$ cat src/rtl/alu_md_pkg.sv
// Shared opcode map, FSM state encoding and default widths for the ALU with
// multiply/divide extension.
package alu_md_pkg;

  localparam int XLEN_DEFAULT  = 32;
  localparam int OPT_W_DEFAULT = 5;

  localparam logic [4:0] OP_ADD    = 5'h00;
  localparam logic [4:0] OP_SUB    = 5'h01;
  localparam logic [4:0] OP_AND    = 5'h02;
  localparam logic [4:0] OP_OR     = 5'h03;
  localparam logic [4:0] OP_XOR    = 5'h04;
  localparam logic [4:0] OP_SLL    = 5'h05;
  localparam logic [4:0] OP_SLT    = 5'h06;
  localparam logic [4:0] OP_SLTU   = 5'h07;
  localparam logic [4:0] OP_SRL    = 5'h08;
  localparam logic [4:0] OP_SHIMM  = 5'h09;
  localparam logic [4:0] OP_ADDR   = 5'h0A;
  localparam logic [4:0] OP_BEQ    = 5'h0B;
  localparam logic [4:0] OP_BNE    = 5'h0C;
  localparam logic [4:0] OP_BLT    = 5'h0D;
  localparam logic [4:0] OP_BGE    = 5'h0E;
  localparam logic [4:0] OP_BLTU   = 5'h0F;
  localparam logic [4:0] OP_BGEU   = 5'h10;
  localparam logic [4:0] OP_PASSB  = 5'h11;
  localparam logic [4:0] OP_MUL    = 5'h12;
  localparam logic [4:0] OP_MULH   = 5'h13;
  localparam logic [4:0] OP_MULHSU = 5'h14;
  localparam logic [4:0] OP_MULHU  = 5'h15;
  localparam logic [4:0] OP_DIV    = 5'h16;
  localparam logic [4:0] OP_DIVU   = 5'h17;
  localparam logic [4:0] OP_REM    = 5'h18;
  localparam logic [4:0] OP_REMU   = 5'h19;
  localparam logic [4:0] OP_NONE   = 5'h1F;

  typedef enum logic [1:0] {
    ST_IDLE,
    ST_CALC,
    ST_DONE
  } state_t;

  function automatic logic is_m_op(input logic [4:0] op);
    return (op >= OP_MUL) && (op <= OP_REMU);
  endfunction

endpackage

$ cat src/rtl/alu_md_core.sv
// Combinational single-cycle ALU: arithmetic, logic, shifts, set-less-than
// and branch compares.
module alu_core
  import alu_md_pkg::*;
#(
  parameter int XLEN      = XLEN_DEFAULT,
  parameter int BR_ON_OUT = 0
) (
  input  logic [4:0]      opt,
  input  logic [XLEN-1:0] a,
  input  logic [XLEN-1:0] b,
  output logic [XLEN-1:0] result,
  output logic            branch_enable
);

  localparam int SW   = $clog2(XLEN);
  localparam int IMMB = (XLEN > 11) ? 11 : XLEN - 1;

  logic [SW-1:0] shamt;
  logic          eq;
  logic          lt_s;
  logic          lt_u;
  logic          is_cmp;

  assign shamt  = b[SW-1:0];
  assign eq     = (a == b);
  assign lt_s   = ($signed(a) < $signed(b));
  assign lt_u   = (a < b);
  assign is_cmp = (opt >= OP_BEQ) && (opt <= OP_BGEU);

  always_comb begin
    result        = '0;
    branch_enable = 1'b0;
    case (opt)
      OP_ADD,
      OP_ADDR:  result = a + b;
      OP_SUB:   result = a - b;
      OP_AND:   result = a & b;
      OP_OR:    result = a | b;
      OP_XOR:   result = a ^ b;
      OP_SLL:   result = a << shamt;
      OP_SLT:   result = {{(XLEN-1){1'b0}}, lt_s};
      OP_SLTU:  result = {{(XLEN-1){1'b0}}, lt_u};
      OP_SRL:   result = a >> shamt;
      OP_SHIMM: result = b[IMMB] ? (a << shamt) : $unsigned($signed(a) >>> shamt);
      OP_BEQ:   branch_enable = eq;
      OP_BNE:   branch_enable = !eq;
      OP_BLT:   branch_enable = lt_s;
      OP_BGE:   branch_enable = !lt_s;
      OP_BLTU:  branch_enable = lt_u;
      OP_BGEU:  branch_enable = !lt_u;
      OP_PASSB: result = b;
      default:  result = '0;
    endcase
    // Some consumers read the branch decision from the data path instead.
    if ((BR_ON_OUT != 0) && is_cmp)
      result = {{(XLEN-1){1'b0}}, branch_enable};
  end

endmodule

$ cat src/rtl/alu_md.sv
// ALU with valid/ready handshake and an iterative radix-2 multiply/divide
// engine; single-cycle ops come from alu_core.
module alu_md
  import alu_md_pkg::*;
#(
  parameter int XLEN      = XLEN_DEFAULT,
  parameter int OPT_W     = OPT_W_DEFAULT,
  parameter int BR_ON_OUT = 0
) (
  input  logic             clk,
  input  logic             rst_n,
  input  logic             in_valid,
  output logic             in_ready,
  input  logic [OPT_W-1:0] alu_opt,
  input  logic [XLEN-1:0]  a,
  input  logic [XLEN-1:0]  b,
  input  logic             flush,
  output logic             out_valid,
  input  logic             out_ready,
  output logic [XLEN-1:0]  out,
  output logic             branch_enable,
  output logic             busy
);

  localparam int CW = $clog2(XLEN + 1);

  state_t          state, state_nx;
  logic [4:0]      op_n, op_q;
  logic [XLEN-1:0] acc_hi, acc_lo, mcand, a_q, out_r;
  logic            be_r, neg_q, neg_r, b_zero;
  logic [CW-1:0]   cnt;

  logic [XLEN-1:0] core_res;
  logic            core_be;
  logic            accept, is_m, a_neg, b_neg;
  logic [XLEN-1:0] a_mag, b_mag;

  logic [XLEN:0]     mul_sum, div_sh;
  logic [XLEN-1:0]   div_diff;
  logic              div_ge, q_is_div;
  logic [2*XLEN-1:0] prod_s;
  logic [XLEN-1:0]   quo_s, rem_s, m_res;

  // Opcodes beyond the 5-bit map fold onto an unused code that yields zero.
  if (OPT_W > 5) begin : g_wide_opt
    assign op_n = (|alu_opt[OPT_W-1:5]) ? OP_NONE : alu_opt[4:0];
  end else begin : g_narrow_opt
    assign op_n = 5'(alu_opt);
  end

  alu_core #(
    .XLEN      (XLEN),
    .BR_ON_OUT (BR_ON_OUT)
  ) u_core (
    .opt           (op_n),
    .a             (a),
    .b             (b),
    .result        (core_res),
    .branch_enable (core_be)
  );

  assign in_ready      = (state == ST_IDLE) || ((state == ST_DONE) && out_ready);
  assign accept        = in_valid && in_ready && !flush;
  assign is_m          = is_m_op(op_n);
  assign out_valid     = (state == ST_DONE);
  assign busy          = (state == ST_CALC);
  assign out           = out_r;
  assign branch_enable = be_r;

  // The engine runs on magnitudes; signs are reapplied when the result is taken.
  assign a_neg = a[XLEN-1] && (op_n inside {OP_MULH, OP_MULHSU, OP_DIV, OP_REM});
  assign b_neg = b[XLEN-1] && (op_n inside {OP_MULH, OP_DIV, OP_REM});
  assign a_mag = a_neg ? -a : a;
  assign b_mag = b_neg ? -b : b;

  assign q_is_div = (op_q >= OP_DIV);
  assign mul_sum  = {1'b0, acc_hi} + (acc_lo[0] ? {1'b0, mcand} : {(XLEN+1){1'b0}});
  assign div_sh   = {acc_hi, acc_lo[XLEN-1]};
  assign div_ge   = (div_sh >= {1'b0, mcand});
  assign div_diff = div_sh[XLEN-1:0] - mcand;

  assign prod_s = neg_q ? -{acc_hi, acc_lo} : {acc_hi, acc_lo};
  assign quo_s  = neg_q ? -acc_lo : acc_lo;
  assign rem_s  = neg_r ? -acc_hi : acc_hi;

  always_comb begin
    m_res = '0;
    case (op_q)
      OP_MUL:                        m_res = prod_s[XLEN-1:0];
      OP_MULH, OP_MULHSU, OP_MULHU:  m_res = prod_s[2*XLEN-1:XLEN];
      OP_DIV, OP_DIVU:               m_res = b_zero ? '1 : quo_s;
      OP_REM, OP_REMU:               m_res = b_zero ? a_q : rem_s;
      default:                       m_res = '0;
    endcase
  end

  always_ff @(posedge clk or negedge rst_n) begin
    if (!rst_n) state <= ST_IDLE;
    else        state <= state_nx;
  end

  always_comb begin
    state_nx = state;
    case (state)
      ST_IDLE: if (accept) state_nx = is_m ? ST_CALC : ST_DONE;
      ST_CALC: if (cnt == CW'(XLEN)) state_nx = ST_DONE;
      ST_DONE: begin
        if (accept)                       state_nx = is_m ? ST_CALC : ST_DONE;
        else if (out_ready && !in_valid)  state_nx = ST_IDLE;
      end
      default: state_nx = ST_IDLE;
    endcase
    if (flush) state_nx = ST_IDLE;
  end

  // One extra CALC cycle after the last iteration applies sign fix-ups.
  always_ff @(posedge clk or negedge rst_n) begin
    if (!rst_n) begin
      out_r  <= '0;
      be_r   <= 1'b0;
      cnt    <= '0;
      acc_hi <= '0;
      acc_lo <= '0;
      mcand  <= '0;
      a_q    <= '0;
      op_q   <= OP_NONE;
      neg_q  <= 1'b0;
      neg_r  <= 1'b0;
      b_zero <= 1'b0;
    end else if (!flush) begin
      if (accept) begin
        if (is_m) begin
          op_q   <= op_n;
          a_q    <= a;
          neg_q  <= a_neg ^ b_neg;
          neg_r  <= a_neg;
          b_zero <= (b == '0);
          acc_hi <= '0;
          acc_lo <= (op_n >= OP_DIV) ? a_mag : b_mag;
          mcand  <= (op_n >= OP_DIV) ? b_mag : a_mag;
          cnt    <= '0;
        end else begin
          out_r <= core_res;
          be_r  <= core_be;
        end
      end else if (state == ST_CALC) begin
        if (cnt == CW'(XLEN)) begin
          out_r <= m_res;
          be_r  <= 1'b0;
        end else begin
          cnt <= cnt + CW'(1);
          if (q_is_div) begin
            acc_hi <= div_ge ? div_diff : div_sh[XLEN-1:0];
            acc_lo <= {acc_lo[XLEN-2:0], div_ge};
          end else begin
            acc_hi <= mul_sum[XLEN:1];
            acc_lo <= {mul_sum[0], acc_lo[XLEN-1:1]};
          end
        end
      end
    end
  end

endmodule

$ cat config.mk
export PLATFORM = sky130hd
export DESIGN_NAME = alu_md
export DESIGN_NICKNAME = d
export VERILOG_FILES = /design/src/rtl/alu_md_pkg.sv /design/src/rtl/alu_md_core.sv /design/src/rtl/alu_md.sv
export SDC_FILE = /design/constraint.sdc
export NUM_CORES = 1
export LEC_CHECK = 0
export CORE_MARGIN = 2
export CORE_UTILIZATION = 30
export DETAILED_ROUTE_END_ITERATION = 16
export PLACE_DENSITY = 0.48
export SLEW_MARGIN = 5
export SYNTH_ARGS = -nofsm -noshare
export SYNTH_HDL_FRONTEND = slang
export SYNTH_HIERARCHICAL = 1
export SYNTH_SLANG_ARGS = --single-unit
$ cat constraint.sdc
create_clock -name clk -period 4.4 [get_ports clk]
set_input_delay 0.88 -clock clk [delete_from_list [all_inputs] [get_ports clk]]
set_output_delay 0.88 -clock clk [all_outputs]
set_load 0.05 [all_outputs]
==> reports/summary.txt <==
Layout Cells excl Fill - 5,144
most frequent cell after synthesis - nand2_1
required time of the critical path - 4720 ps
Post-Route Utilization - 38.5%
CTS tree - yes
Area Growth Syn to Fin - 26.6%
largest family of logic cells by synthesized area - compound AO/OA/AOI/OAI gates
Netlist cell types - 103
Sinks on Clock Net - 177
port buffer count - 109
dominant cell type by area after synthesis - dfrtp_1
layout cells sized above 1 - 18.8%
Top FF cell, synth - dfrtp_1
Clock Skew - 20.1 ps
CTS root buf - clkbuf_16
Pre-antenna DRT Iters - 8
EDFF count, synth - 0
Ys Warns - 6
TritonCTS buffer count - 17
Simple-Gate Fraction of Synth Area - 22.1%
crit path time final - 4380 ps
H-tree Lvls - 4
number of global-route vias before repair - 28,400
ys async rst share - 100%
Gate Count Post-Synth - 3,552
Slew headroom - 22.9%
Remaining DRCs - 0
Critical Path Source Type - input port
max frequency - 0.228 GHz
chip height - 295 µm
grt ovf - 0
Final Max Slew Viols - 0
IO Count - 110
status - complete, no violations
Worst Tran Pin Value - 1140 ps
synth top area cells - dfrtp_1 (17%), ha_1 (8.3%), a21oi_1 (6.5%)
period utilization - 99.5%
commonest cells in the synthesized netlist - nand2_1 (409), nor2_1 (382), a21oi_1 (331)
Max Buffers Root-to-Sink - 2
Max Cap Violations - 0
Hold Path Class - register to register
Post-CTS Hold Buffers - 0
Starting Density - 30.4%
power per cell area - 388 nW/µm²
final wirelength - 140 mm
Synth Cell Area - 25,500 µm²
Compound-Gate Fraction of Synth Area - 30.3%
mux cell area share after synthesis - 7.90%
remaining antenna violation count - 0
DR WL/cell - 27.1 µm
LEAKAGE - 14.1 nW
Rows - 106
core box area - 83,800 µm²
WP data arrival - 4700 ps
Clock Latency Late Sink - 460 ps
total number of vias - 30,200
dpl cells - 5,108
die footprint - 87,300 µm²
first-pass GRT wire length - 201 mm
Post-Syn Nets - 3,799
hpwl dp - 113 mm
crit path kind - input port to register
Crit. End Element - register
largest fanout on the critical path - 4
nets - 4,241
dpl ws - -577 ps
final count of negative-setup-slack endpoints - 0
Final WS setup - 21.6 ps
Synth Area per Inst - 7.17 µm²
Detailed Route Iter0 Violations - 3,399
antenna violations before repair - 4
XOR/XNOR share of the synthesized area - 7.18%
pin count of the biggest net entering global routing - 102
gpl congestion - 1.07
final hold slack - 482 ps
Final Hold Viols - 0
clock slew seen by the registers of the worst setup and hold paths - 80 ps
via-per-instance ratio - 5.88
register bit total from synthesis - 177
maximum VDD drop - 316 µV
Total GRT Usage - 31.3%
die width - 295 µm
top cell type's share of synthesized area - 16.9%
post-synthesis sequential area ratio - 17.4%
area share of fa/ha/maj cells after synthesis - 8.61%
[layout by cell type (no fill, tap or decap), types with 39 or more instances in the layout]
master / n
a21oi_1: 330
buf_4: 551
dfrtp_1: 171
o211ai_1: 46
nand2_1: 408
xor2_1: 110
mux4_2: 39
nor3_1: 96
o31ai_1: 46
or3_1: 40
o21ai_0: 275
nor2_1: 380
a21o_1: 48
nand3_1: 47
inv_1: 162
mux2i_1: 92
a211oi_1: 58
o22ai_1: 42
ha_1: 165
xnor2_1: 99
clkdlybuf4s50_1: 100
[final cells by class]
cell class / instances / area [µm²]
diodes: 3 / 7.51
fillers: 9015 / 51600
multi-input cells: 2948 / 19600
flip-flops and latches: 177 / 4440
inverters: 173 / 649
clock inverters: 14 / 143
repair buffers: 677 / 5560
well taps: 1134 / 1420
clock buffers: 18 / 429
[cells by family after synthesis]
logic type,Yosys count
adder cells (fa/ha/maj),173
buffers and inverters,427
flip-flops,177
XOR/XNOR,209
AO/OA/AOI/OAI,1201
AND/OR/NAND/NOR,1215
multiplexers,150
[path summary, 6_finish.rpt]
| check | cells past startpoint | endpoint | from | slack (ps) |
|---|---|---|---|---|
| worst min register to register | 2 | a_q[21] | a_q[21] | 480 |
| worst min-delay path | 2 | a_q[21] | a_q[21] | 480 |
| worst max-delay path | 18 | out[19] | a[3] | 20 |
| max in group asynchronous | 2 | neg_q | rst_n | 2980 |
| worst max register to register | 12 | out[20] | acc_hi[0] | 400 |
| min in group asynchronous | 1 | state[1] | rst_n | 500 |
[report_power, final]
| part | internal, mW | switching (mW) |
|---|---|---|
| Combinational | 3.11 | 5.04 |
| Sequential | 2.11 | 0.670 |
| Clock | 0.804 | 0.784 |
| Total | 6.02 | 6.49 |
[worst max-delay path, cell delays in order]
cell and delay (ps):
clkdlybuf4s50_1 670, inv_1 80, ha_1 340, buf_4 150, o21ai_0 110, o21ai_1 190
nand3_1 220, a31oi_4 280, buf_4 180, nor2_1 60, o21ai_0 280, o21ai_0 110
o21ai_0 220, nand4_1 140, buf_4 190, a222oi_1 350, buf_4 190, o21ai_0 60
[through the flow]
stage	instance area, µm²	TNS, ps	power, mW
2_1_floorplan	25500	0	7.56
3_3_place_gp	31500	-7060	10.8
3_5_place_dp	31500	-8230	10.7
4_1_cts	32100	0	12.4
5_1_grt	32200	-36.0	13.3
6_report	32200	0	12.5
[repair_timing]
item                                    4_1_cts  5_1_grt
gates resized for setup                       3       27
endpoints found under the setup margin        5       14
buffers inserted                              1        0
hold endpoints to repair                      0        0
pin swaps                                     1        7
[metal layers]
layer	global-route usage [%]	vias to the layer above	part of all wire (%)
li1	-	13900	-
met1	42.1	14700	43
met5	0	-	0.019
met2	50.1	1404	45
met4	15.4	4	5.7
met3	3.13	255	6.7
[flip-flops by register name, summed over array words and instances (netlist names)]
register,flops
neg_q,1
acc_lo,32
acc_hi,32
neg_r,1
branch_enable,1
mcand,32
b_zero,1
state,2
a_q,32
cnt,6
out,32
op_q,5
(Power assumes the default switching activity.)
